**config.mk**
```make
export PLATFORM = sky130hd
export DESIGN_NAME = emi_gate_counter
export DESIGN_NICKNAME = d
export VERILOG_FILES = /design/src/rtl/emi_gate_counter.sv
export SDC_FILE = /design/constraint.sdc
export NUM_CORES = 1
export LEC_CHECK = 0
export ABC_AREA = 1
export BUFFER_PORTS_ARGS = -buffer_cell sky130_fd_sc_hd__buf_2
export CAP_MARGIN = 40
export CORE_ASPECT_RATIO = 0.8
export CORE_MARGIN = 5
export CORE_UTILIZATION = 55
export CTS_BUF_LIST = sky130_fd_sc_hd__clkbuf_16
export CTS_CLUSTER_SIZE = 12
export DETAILED_ROUTE_END_ITERATION = 8
export PLACE_DENSITY = 0.86
export SLEW_MARGIN = 20
export SYNTH_ARGS = -nofsm -noshare
export SYNTH_HDL_FRONTEND = slang
export SYNTH_SLANG_ARGS = --single-unit
```
**constraint.sdc**
```tcl
create_clock -name clk -period 14.1 [get_ports clk]
set_input_delay 4.23 -clock clk [delete_from_list [all_inputs] [get_ports clk]]
set_output_delay 4.23 -clock clk [all_outputs]
set_load 0.05 [all_outputs]
```
**src/rtl/emi_gate_counter.sv**
```systemverilog
// emi_gate_counter: gated dual-channel BCD event counter.
// Counts synchronized rising edges on two pulse inputs over a gate window of
// GATE_TICKS clk_en ticks. At each window end the counts are latched as packed
// BCD, a BCD window counter advances, and an 8-bit progress bar is cleared.
module emi_gate_counter #(
  parameter int unsigned GATE_TICKS = 14000000
) (
  input  logic        clk,
  input  logic        reset,
  input  logic        clk_en,
  input  logic        pulse1,
  input  logic        pulse2,
  output logic [31:0] rez1,
  output logic [31:0] rez2,
  output logic        ovf1,
  output logic        ovf2,
  output logic [15:0] elapsed,
  output logic [7:0]  mark,
  output logic        done
);

  localparam int unsigned SEG_TICKS = GATE_TICKS / 8;
  localparam int GW = (GATE_TICKS > 1) ? $clog2(GATE_TICKS) : 1;
  localparam int SW = (SEG_TICKS > 1) ? $clog2(SEG_TICKS) : 1;
  localparam logic [GW-1:0] GATE_LAST = GW'(GATE_TICKS - 1);
  localparam logic [SW-1:0] SEG_LAST  = SW'(SEG_TICKS - 1);
  localparam logic [31:0]   CNT_MAX   = 32'h99999999;

  // Packed BCD increment of 8 digits, ripple carry, wraps 99999999 -> 0.
  function automatic logic [31:0] bcd_inc(input logic [31:0] v);
    logic [31:0] r;
    logic        c;
    r = v;
    c = 1'b1;
    for (int i = 0; i < 8; i++) begin
      if (c) begin
        if (v[4*i +: 4] == 4'd9) begin
          r[4*i +: 4] = 4'd0;
          c = 1'b1;
        end else begin
          r[4*i +: 4] = v[4*i +: 4] + 4'd1;
          c = 1'b0;
        end
      end else begin
        r[4*i +: 4] = v[4*i +: 4];
      end
    end
    return r;
  endfunction

  // Channel next state {sat, cnt}. At window end the counter restarts and a
  // simultaneous event is credited to the new window.
  function automatic logic [32:0] chan_next(input logic [31:0] cnt,
                                            input logic        sat,
                                            input logic        ev,
                                            input logic        gend);
    logic [32:0] r;
    if (gend) begin
      r = {1'b0, 31'd0, ev};
    end else if (ev) begin
      if (cnt == CNT_MAX) begin
        r = {1'b1, cnt};
      end else begin
        r = {sat, bcd_inc(cnt)};
      end
    end else begin
      r = {sat, cnt};
    end
    return r;
  endfunction

  // Input path state
  logic [1:0]    sync1_q, sync2_q;
  logic          edge1_q, edge2_q;
  // Counting state
  logic [31:0]   cnt1_q, cnt1_d, cnt2_q, cnt2_d;
  logic          sat1_q, sat1_d, sat2_q, sat2_d;
  logic [GW-1:0] gate_q, gate_d;
  logic [SW-1:0] seg_q, seg_d;
  logic [2:0]    seg_idx_q, seg_idx_d;
  // Output registers
  logic [31:0]   rez1_q, rez1_d, rez2_q, rez2_d;
  logic          ovf1_q, ovf1_d, ovf2_q, ovf2_d;
  logic [15:0]   elapsed_q, elapsed_d;
  logic [7:0]    mark_q, mark_d;
  logic          done_q, done_d;
  logic [31:0]   elapsed_inc;

  logic          ev1, ev2, gate_end;

  assign ev1      = sync1_q[1] & ~edge1_q;
  assign ev2      = sync2_q[1] & ~edge2_q;
  assign gate_end = clk_en & (gate_q == GATE_LAST);

  assign elapsed_inc = bcd_inc({16'h0000, elapsed_q});

  // Next-state logic for counters, gate/progress tracking and result latches.
  always_comb begin
    {sat1_d, cnt1_d} = chan_next(cnt1_q, sat1_q, ev1, gate_end);
    {sat2_d, cnt2_d} = chan_next(cnt2_q, sat2_q, ev2, gate_end);

    gate_d    = gate_q;
    seg_d     = seg_q;
    seg_idx_d = seg_idx_q;
    if (clk_en) begin
      if (gate_end) begin
        gate_d    = {GW{1'b0}};
        seg_d     = {SW{1'b0}};
        seg_idx_d = 3'd0;
      end else if (seg_q == SEG_LAST) begin
        gate_d    = gate_q + GW'(1);
        seg_d     = {SW{1'b0}};
        seg_idx_d = seg_idx_q + 3'd1;
      end else begin
        gate_d    = gate_q + GW'(1);
        seg_d     = seg_q + SW'(1);
        seg_idx_d = seg_idx_q;
      end
    end else begin
      gate_d    = gate_q;
      seg_d     = seg_q;
      seg_idx_d = seg_idx_q;
    end

    // Thermometer from bit 7 down: top seg_idx bits set.
    mark_d = ~(8'hFF >> seg_idx_d);

    if (gate_end) begin
      rez1_d    = cnt1_q;
      rez2_d    = cnt2_q;
      ovf1_d    = sat1_q;
      ovf2_d    = sat2_q;
      elapsed_d = elapsed_inc[15:0];
      done_d    = 1'b1;
    end else begin
      rez1_d    = rez1_q;
      rez2_d    = rez2_q;
      ovf1_d    = ovf1_q;
      ovf2_d    = ovf2_q;
      elapsed_d = elapsed_q;
      done_d    = 1'b0;
    end
  end

  // State and output registers with asynchronous reset.
  always_ff @(posedge clk or posedge reset) begin
    if (reset) begin
      sync1_q   <= 2'b00;
      sync2_q   <= 2'b00;
      edge1_q   <= 1'b0;
      edge2_q   <= 1'b0;
      cnt1_q    <= 32'd0;
      cnt2_q    <= 32'd0;
      sat1_q    <= 1'b0;
      sat2_q    <= 1'b0;
      gate_q    <= {GW{1'b0}};
      seg_q     <= {SW{1'b0}};
      seg_idx_q <= 3'd0;
      rez1_q    <= 32'd0;
      rez2_q    <= 32'd0;
      ovf1_q    <= 1'b0;
      ovf2_q    <= 1'b0;
      elapsed_q <= 16'd0;
      mark_q    <= 8'h00;
      done_q    <= 1'b0;
    end else begin
      sync1_q   <= {sync1_q[0], pulse1};
      sync2_q   <= {sync2_q[0], pulse2};
      edge1_q   <= sync1_q[1];
      edge2_q   <= sync2_q[1];
      cnt1_q    <= cnt1_d;
      cnt2_q    <= cnt2_d;
      sat1_q    <= sat1_d;
      sat2_q    <= sat2_d;
      gate_q    <= gate_d;
      seg_q     <= seg_d;
      seg_idx_q <= seg_idx_d;
      rez1_q    <= rez1_d;
      rez2_q    <= rez2_d;
      ovf1_q    <= ovf1_d;
      ovf2_q    <= ovf2_d;
      elapsed_q <= elapsed_d;
      mark_q    <= mark_d;
      done_q    <= done_d;
    end
  end

  assign rez1    = rez1_q;
  assign rez2    = rez2_q;
  assign ovf1    = ovf1_q;
  assign ovf2    = ovf2_q;
  assign elapsed = elapsed_q;
  assign mark    = mark_q;
  assign done    = done_q;

endmodule

```
==> flow_summary_export.csv, run 1 <==
group,metric,value,unit
run_status,status,"completed",
clocking,cts_buffers,22,
yosys,synth.area.mux_share,0.0924,%
sta,finalSetupViolations,0,
cells_and_area,fin_util,63.7,%
sta,drv_slew,0,
run,cap_violations,0,
cells_and_area,final_area,12200,um2
floorplan,ios,96,
cells_and_area,diodes,0,
yosys,synth_area,10800,um2
placement,port_buffers,94,
critical_path,cp-end-kind,"flop",
yosys,synth_compound_area_share,8.10,%
power,p_leak,0.00633,uW
clocking,clock_sink_count,209,
power,ir_worst_vdd,0.0000771,V
clocking,clockBufferDepth,3,
yosys,synth_edf_count,0,
clocking,clk_root_buffer_cell,"clkbuf_16",
sta,setup_tns,0,ns
critical_path,critPathArrivalTime,6.72,ns
route,drt-initial-drc-count,827,
route,drt_wl_total,24700,um
yosys,synthFlopType,"dfrtp_1",
cells_and_area,layout-drive-gt1-share,10.6,%
route,postRouteAntennaNets,0,
sta,fin_crit,6.35,ns
power,internal_power,1000,uW
critical_path,critPathLaunchType,"primary input",
yosys,syn_inst,1364,
floorplan,die_h,136,um
sta,finalClockSkew,0.00715,ns
power,switching_share,27.4,%
floorplan,start_util,56.4,%
clocking,cts_htree_levels,1,
placement,placedCellCount,1688,
yosys,synth_top_family_by_area,"simple AND/OR/NAND/NOR gates",
clocking,hold_buffers,0,
critical_path,r2r-end,"seg_q[7]",
min_path,hp-start,"sync1_q[0]",
yosys,synthDistinctLibCells,40,
route,vias_per_cell,5.41,
sta,final_hold_viol_count,0,
critical_path,worst-endpoint-required,14.47,ns
floorplan,die_w,167,um
cells_and_area,final_cells,1718,
sta,max_slew_margin,45.1,%
power,p_switching,378,uW
yosys,synth-seq-cells,209,
power,pwr-share-clk,38.7,%
clocking,clk_pin_slew,0.06,ns
route,first_pass_iters,7,
power,p_total,1380,uW
global_routing,antenna_found_initial,0,
yosys,async_flop_share,100,%
critical_path,r2r_cells,12,
global_routing,grt_start_max_net_pins,80,
route,wl_per_cell,14.4,um
clocking,clkLatencyLatePin,0.50,ns
critical_path,worstSetupPathType,"primary input to flop",
sta,fmax,158,MHz
sta,tightest_slew,0.821,ns
global_routing,grt_pass1_vias,8792,
floorplan,core_area,19200,um2
yosys,yosysSeqAreaShare,48.3,%
placement,place_congestion,0.923,
global_routing,grt_usage,21.9,%
sta,rsz0062_at_grt,"false",
floorplan,rows,45,
min_path,min_path_type,"flop to flop",
placement,place_area,11600,um2
clocking,post_cts_buffers,0,
power,power_frac_comb,11.5,%
critical_path,startpoint,"clk_en",
power,powerDensity,113,nW/um2
global_routing,grt_first_pass_wirelength,42100,um
yosys,syn_nets,1404,
yosys,synth-xor-area-share,3.56,%
global_routing,globalRoute.totalOverflow,0,
floorplan,dieArea,22600,um2
yosys,ys_warn_count,0,
sta,fin_crit_sh,45.0,%
power,seqPwrFrac,49.8,%
yosys,synth-adder-area-share,4.04,%
yosys,synth_simple_gate_area_share,28.5,%
clocking,post_cts_resized,0,
clocking,cts_tree,"built",
critical_path,reg2reg_slack,11.12,ns
cells_and_area,final_net_count,1494,
critical_path,r2r_start,"gate_q[0]",
yosys,synth_area_per_cell,7.95,um2
route,via_count,9290,
cells_and_area,area_growth,12.8,%
critical_path,cp-endpoint,"seg_q[7]",
route,drcViolationCount,0,
critical_path,critPathMaxFanout,66,
placement,hpwl,17400,um
[cells in the mapped netlist (2+ instances only)]
cell,instances,area [um2]
nand3_2,2,20.0
buf_1,5,18.8
buf_4,2,15.0
o21ai_1,28,140
o211ai_1,4,30.0
nand3_4,7,123
dfrtp_1,209,5230
nand2_1,350,1310
ha_1,35,438
buf_2,15,75.1
nand2_4,2,22.5
inv_1,169,634
clkbuf_1,11,41.3
nor3_1,17,85.1
nand3_1,126,631
a41oi_1,2,17.5
xnor2_1,6,52.6
nand4_1,23,144
xor2_1,38,333
or2_2,3,18.8
o21ai_0,99,495
nand3b_1,13,97.6
a21oi_1,30,150
nor2_1,144,541
nand2_2,6,37.5
nor2_2,4,25.0
[layout by cell type (no fill, tap or decap), types with 30 or more instances in the layout]
| cell | Yosys | routed |
|---|---|---|
| nand2_1 | 350 | 349 |
| xor2_1 | 38 | 38 |
| o21ai_0 | 99 | 99 |
| ha_1 | 35 | 35 |
| inv_1 | 169 | 171 |
| dfrtp_1 | 209 | 209 |
| a21oi_1 | 30 | 30 |
| buf_2 | 15 | 94 |
| nor2_1 | 144 | 144 |
| nand3_1 | 126 | 126 |
[power groups by stage]
stage	clock (uW)	sequential [uW]	combinational [uW]
finish	534	687	159
global route	568	693	183
CTS	542	685	159
detailed placement	0	695	158
global placement	0	693	151
floorplan	0	684	122
[state kept, by name (all words and copies together) (netlist names), 7 cells and up]
name     flops
cnt1_q      32
cnt2_q      32
elapsed     16
gate_q      24
mark         7
rez1        32
rez2        32
seg_q       21
[kinds of logic after synthesis]
kind of cell	Yosys count
compound gates	168
xor+xnor	44
fa+ha+maj	35
buf+inv	205
flops	209
mux	1
other cells	1
simple gates	701
[worst min path at each step]
stage / cells after the start / endpoint / slack (ns)
after floorplan: 0 / sync1_q[1] / 0.33
after global placement: 0 / sync1_q[1] / 0.33
after detailed placement: 0 / sync2_q[1] / 0.34
after CTS: 0 / sync2_q[1] / 0.35
after global routing: 0 / sync1_q[1] / 0.35
final: 0 / sync1_q[1] / 0.35
[stage by stage]
step           worst slack, ns  hold slack [ns]
3_5_place_dp              7.23            0.336
6_report                  7.75            0.348
3_3_place_gp              7.24            0.332
2_1_floorplan             4.16            0.331
5_1_grt                   7.39            0.351
4_1_cts                   7.75            0.350
[cell type report]
type | count | area (um2)
Inverter | 171 | 649
Clock inverter | 7 | 58.8
Tap cell | 258 | 323
Multi-Input combinational cell | 950 | 4810
Sequential cell | 209 | 5230
Timing Repair Buffer | 100 | 581
Fill cell | 1554 | 6970
Clock buffer | 23 | 576
[layer usage]
metal	track usage (%)	part of all wire, %
met1	32.8	47
met2	33.7	44
met3	3.41	6.7
met4	5.04	1.9
met5	0	0
[worst max-delay path, stage by stage]
cell and delay (ns):
buf_2 0.44, nand2_1 0.11, nor2_1 0.10, nand2_1 0.05
nor2_1 0.16, nand2_4 0.25, buf_4 0.38, buf_12 0.27
nand2_1 0.09, nand2_1 0.16, inv_1 0.33, nor3_1 0.08
(Power assumes the default switching activity.)
==> run 2: changes to the inputs <==
==> constraint.sdc (replaced) <==
create_clock -name clk -period 6.2 [get_ports clk]
set_input_delay 1.86 -clock clk [delete_from_list [all_inputs] [get_ports clk]]
set_output_delay 1.86 -clock clk [all_outputs]
set_load 0.05 [all_outputs]
==> run 2 against run 1 <==
  * Cell area decreased by 0.28%
  * Critical path depth unchanged
  * Setup slack got worse by 5.4 ns
  * Largest power group unchanged
  * Wire length increased by 1.6%
  * Worst hold slack got worse by 0.0014 ns
  * Die area unchanged
  * Final cell count increased by 0.12%
==> flow_summary_export.csv, run 2 (same netlist as run 1, synthesis figures left out) <==
group,metric,value,unit
route,postRouteAntennaNets,0,
sta,rsz0062_at_grt,"false",
global_routing,grt_first_pass_wirelength,42900,um
global_routing,globalRoute.totalOverflow,0,
cells_and_area,layout_common_cells,"349 x nand2_1, 209 x dfrtp_1, 173 x inv_1, 144 x nor2_1, 126 x nand3_1",
clocking,post_cts_buffers,0,
floorplan,core_area,19200,um2
clocking,clockBufferDepth,3,
global_routing,antenna_found_initial,0,
run,cap_violations,0,
power,powerDensity,260,nW/um2
floorplan,ios,96,
critical_path,critPathMaxFanout,47,
global_routing,grt_usage,22.3,%
sta,fin_crit,3.81,ns
clocking,hold_buffers,0,
cells_and_area,mostFrequentLayoutCell,"nand2_1",
placement,hpwl,17200,um
clocking,clk_root_buffer_cell,"clkbuf_16",
clocking,post_cts_resized,0,
global_routing,grt_pass1_vias,8893,
placement,place_congestion,0.909,
critical_path,cp-end-kind,"flop",
route,vias_per_cell,5.45,
floorplan,rows,45,
global_routing,grt_start_max_net_pins,169,
route,drcViolationCount,0,
cells_and_area,fillers,1576,
critical_path,critPathLaunchType,"primary input",
sta,finalClockSkew,0.0179,ns
cells_and_area,multi_input_area,4810,um2
floorplan,start_util,56.4,%
cells_and_area,area_growth,12.5,%
floorplan,die_w,167,um
placement,placedCellCount,1687,
clocking,clk_pin_slew,0.06,ns
power,ir_worst_vdd,0.000176,V
clocking,cts_tree,"built",
run_status,status,"completed",
clocking,clock_sink_count,209,
sta,finalSetupViolations,0,
cells_and_area,final_cells,1720,
route,drt_wl_total,25100,um
sta,final_hold_viol_count,0,
sta,fmax,263,MHz
power,p_leak,0.00631,uW
floorplan,dieArea,22600,um2
critical_path,critPathArrivalTime,4.19,ns
cells_and_area,final_net_count,1493,
critical_path,worst-endpoint-required,6.58,ns
cells_and_area,layout-drive-gt1-share,10.5,%
placement,port_buffers,94,
critical_path,worstSetupPathType,"primary input to flop",
sta,max_slew_margin,29.6,%
sta,tightest_slew,1.06,ns
route,drt-initial-drc-count,1000,
sta,fin_crit_sh,61.4,%
cells_and_area,diodes,0,
route,first_pass_iters,6,
sta,setup_tns,0,ns
clocking,clkLatencyLatePin,0.51,ns
route,wl_per_cell,14.6,um
clocking,cts_buffers,22,
cells_and_area,regArea,5230,um2
cells_and_area,fin_util,63.5,%
floorplan,die_h,136,um
route,via_count,9374,
clocking,cts_htree_levels,1,
sta,drv_slew,0,
min_path,min_path_type,"flop to flop",
run 2: cell type report:
type | instances | share of cell area, %
timing repair buffer | 99 | 4.33
multi-input combinational | 950 | 39.5
sequential | 209 | 42.9
clock buffer | 22 | 4.51
tap | 258 | 2.65
inverter | 171 | 5.29
clock inverter | 11 | 0.872
run 2: routing by layer:
| metal | up-vias | GRT usage, % | routed length (um) |
|---|---|---|---|
| li1 | 4538 | - | - |
| met1 | 4448 | 32.4 | 11400 |
| met2 | 337 | 35.6 | 11400 |
| met3 | 51 | 3.47 | 1770 |
| met4 | 0 | 5.45 | 543 |
| met5 | - | 0 | 0 |
run 2: through the flow:
stage	area [um2]	worst slack, ns	hold slack, ns	total power [uW]
3_5_place_dp	11500	1.93	0.338	1930
5_1_grt	12200	2.12	0.353	3310
3_3_place_gp	11500	1.62	0.341	1910
6_report	12200	2.39	0.346	3170
4_1_cts	12200	2.45	0.342	3180
2_1_floorplan	10800	1.63	0.331	1830
run 2: report_power, final:
group | leakage (uW) | total (uW) | internal [uW] | switching, uW
Clock | 0.000338 | 1240 | 720 | 521
Sequential | 0.00274 | 1560 | 1450 | 113
Combinational | 0.00323 | 365 | 126 | 239
Total | 0.00631 | 3170 | 2300 | 873
run 2: path summary, 6_finish.rpt:
check	endpoint	cells after the start	slack, ns	startpoint
worst min register to register	sync2_q[1]	0	0.35	sync2_q[0]
worst max register to register	cnt2_q[4]	12	3.25	gate_q[0]
max in group asynchronous	rez2[2]	3	3.79	reset
worst min-delay path	sync2_q[1]	0	0.35	sync2_q[0]
worst max-delay path	cnt2_q[4]	12	2.39	clk_en
min in group asynchronous	rez1[6]	2	1.24	reset
run 2: critical path: stages:
cell      delay, ns
buf_2          0.28
nand2_1        0.13
nor2_1         0.04
nand2_1        0.06
nor2_1         0.06
nand2_4        0.36
clkinv_1       0.48
buf_8          0.31
nor2_1         0.24
inv_1          0.07
nand2_1        0.18
o21ai_0        0.11
==> run 3: changes to the inputs <==
==> constraint.sdc (replaced) <==
create_clock -name clk -period 3.7 [get_ports clk]
set_input_delay 1.11 -clock clk [delete_from_list [all_inputs] [get_ports clk]]
set_output_delay 1.11 -clock clk [all_outputs]
set_load 0.05 [all_outputs]
==> run 3 against run 2 <==
  * Critical path depth down 2
  * Total power is 61% higher
  * Worst hold slack improved by 0.010 ns
  * Wire length is 0.83% lower
  * Critical path type is now flop to flop
  * Die area did not move
  * Register-to-register slack got worse by 2.1 ns
  * Highest routed layer unchanged
  * Setup slack got worse by 1.3 ns
  * Final cell count is 0.29% higher
==> flow_summary_export.csv, run 3 (same netlist as run 1, synthesis figures left out) <==
group,metric,value,unit
clocking,clkLatencyLatePin,0.50,ns
critical_path,cpPeakStageDelay,0.48,ns
sta,worst_slack,1.10,ns
global_routing,grt_pass1_vias,8874,
sta,fin_crit_sh,70.2,%
placement,hpwl,17700,um
min_path,worstHoldPathCells,0,
clocking,clock_sink_count,209,
floorplan,die_w,167,um
placement,port_buffers,94,
route,vias_per_cell,5.48,
sta,finalClockSkew,0.0234,ns
sta,setup_tns,0,ns
power,p_total,5090,uW
cells_and_area,layout-drive-gt1-share,10.9,%
power,pwr-share-clk,36.4,%
critical_path,r2r_start,"gate_q[0]",
critical_path,worstSetupPathType,"flop to flop",
sta,finalSetupViolations,0,
power,p_leak,0.00633,uW
power,p_switching,1430,uW
route,via_count,9456,
route,drt_wl_total,24900,um
clocking,clk_pin_slew,0.06,ns
clocking,clk_root_buffer_cell,"clkbuf_16",
route,postRouteAntennaNets,0,
critical_path,critPathMaxFanout,22,
sta,fmax,385,MHz
critical_path,critPathArrivalTime,2.97,ns
clocking,cts_buffers,21,
critical_path,critPathLaunchType,"flop",
global_routing,grt_usage,21.5,%
critical_path,startpoint,"gate_q[0]",
power,switching_share,28.1,%
run,cap_violations,0,
critical_path,r2r_cells,10,
clocking,cts_tree,"built",
run_status,status,"completed",
cells_and_area,layout_common_cells,"349 x nand2_1, 209 x dfrtp_1, 173 x inv_1, 144 x nor2_1, 126 x nand3_1",
floorplan,core_area,19200,um2
critical_path,cp-end-kind,"flop",
floorplan,start_util,56.4,%
cells_and_area,diodes,0,
critical_path,cp-endpoint,"cnt2_q[10]",
power,powerDensity,417,nW/um2
clocking,clockBufferDepth,3,
route,drcViolationCount,0,
floorplan,dieArea,22600,um2
power,ir_worst_vdd,0.000316,V
critical_path,crit_chain,"ha_1 > nand2_2 > nor2_4 > nand3_1 > nor2_2 > nand3_4 > o21ai_4 > nand2_1 > nand2_1 > o21ai_0",
clocking,post_cts_buffers,0,
clocking,post_cts_resized,0,
global_routing,globalRoute.totalOverflow,0,
global_routing,grt_first_pass_wirelength,41600,um
power,power_frac_comb,12.1,%
floorplan,rows,45,
global_routing,grt_start_max_net_pins,93,
placement,placedCellCount,1697,
floorplan,die_h,136,um
sta,final_hold_viol_count,0,
cells_and_area,final_net_count,1502,
cells_and_area,final_cells,1725,
floorplan,ios,96,
critical_path,crit_path_top_delay_cell,"dfrtp_1",
critical_path,path_common_cell,"nand2_1",
route,first_pass_iters,5,
placement,place_congestion,0.929,
min_path,min_path_type,"flop to flop",
placement,pre_cts_slack,0.889,ns
sta,rsz0062_at_grt,"false",
clocking,hold_buffers,0,
critical_path,r2r-end,"cnt2_q[10]",
critical_path,reg2reg_slack,1.10,ns
route,wl_per_cell,14.4,um
power,seqPwrFrac,51.5,%
sta,fin_crit,2.60,ns
route,drt-initial-drc-count,869,
global_routing,antenna_found_initial,0,
power,internal_power,3660,uW
cells_and_area,mostFrequentLayoutCell,"nand2_1",
cells_and_area,area_growth,12.7,%
critical_path,worst-endpoint-required,4.08,ns
sta,drv_slew,0,
clocking,cts_htree_levels,1,
-- run 3: through the flow --
stage               util, %  hold slack [ns]  instance area [um2]
detailed placement     60.7            0.344                11700
floorplan                 -            0.331                10800
CTS                    63.6            0.357                12200
global placement       60.6            0.333                11600
finish                 63.6            0.357                12200
global route           63.6            0.369                12200
-- run 3: worst max-delay path, delay by kind of cell (launching register included) --
kind / cells / cell delay [ns]
simple gates: 7 / 1.34
flops: 1 / 0.48
compound gates: 2 / 0.41
fa+ha+maj: 1 / 0.23
-- run 3: power by group through the flow --
stage          Clock, uW  Combinational (uW)  Sequential [uW]
3_5_place_dp           0                 605             2650
5_1_grt             1960                 696             2640
4_1_cts             1880                 611             2610
3_3_place_gp           0                 572             2640
2_1_floorplan          0                 464             2610
6_report            1850                 615             2620
-- run 3: routing by layer --
layer  up-vias  global-route usage [%]  wire length, um
met5         -                       0                0
met4         0                    5.63              530
met3        40                    3.12             1800
met2       351                    34.1            11300
met1      4516                    31.3            11300
li1       4549                       -                -
-- run 3: area by class of cell --
class | count | area (um2)
multi-input cells | 950 | 4810
flip-flops and latches | 209 | 5230
inverters | 171 | 646
well taps | 258 | 323
clock inverters | 7 | 31.3
clock buffers | 21 | 526
repair buffers | 109 | 646
fillers | 1561 | 6990
-- run 3: worst min path at each step --
| stage | startpoint | to | slack, ns |
|---|---|---|---|
| final | sync1_q[0] | sync1_q[1] | 0.36 |
| after global placement | sync1_q[0] | sync1_q[1] | 0.33 |
| after global routing | sync1_q[0] | sync1_q[1] | 0.37 |
| after floorplan | sync1_q[0] | sync1_q[1] | 0.33 |
| after CTS | sync1_q[0] | sync1_q[1] | 0.36 |
| after detailed placement | sync1_q[0] | sync1_q[1] | 0.34 |
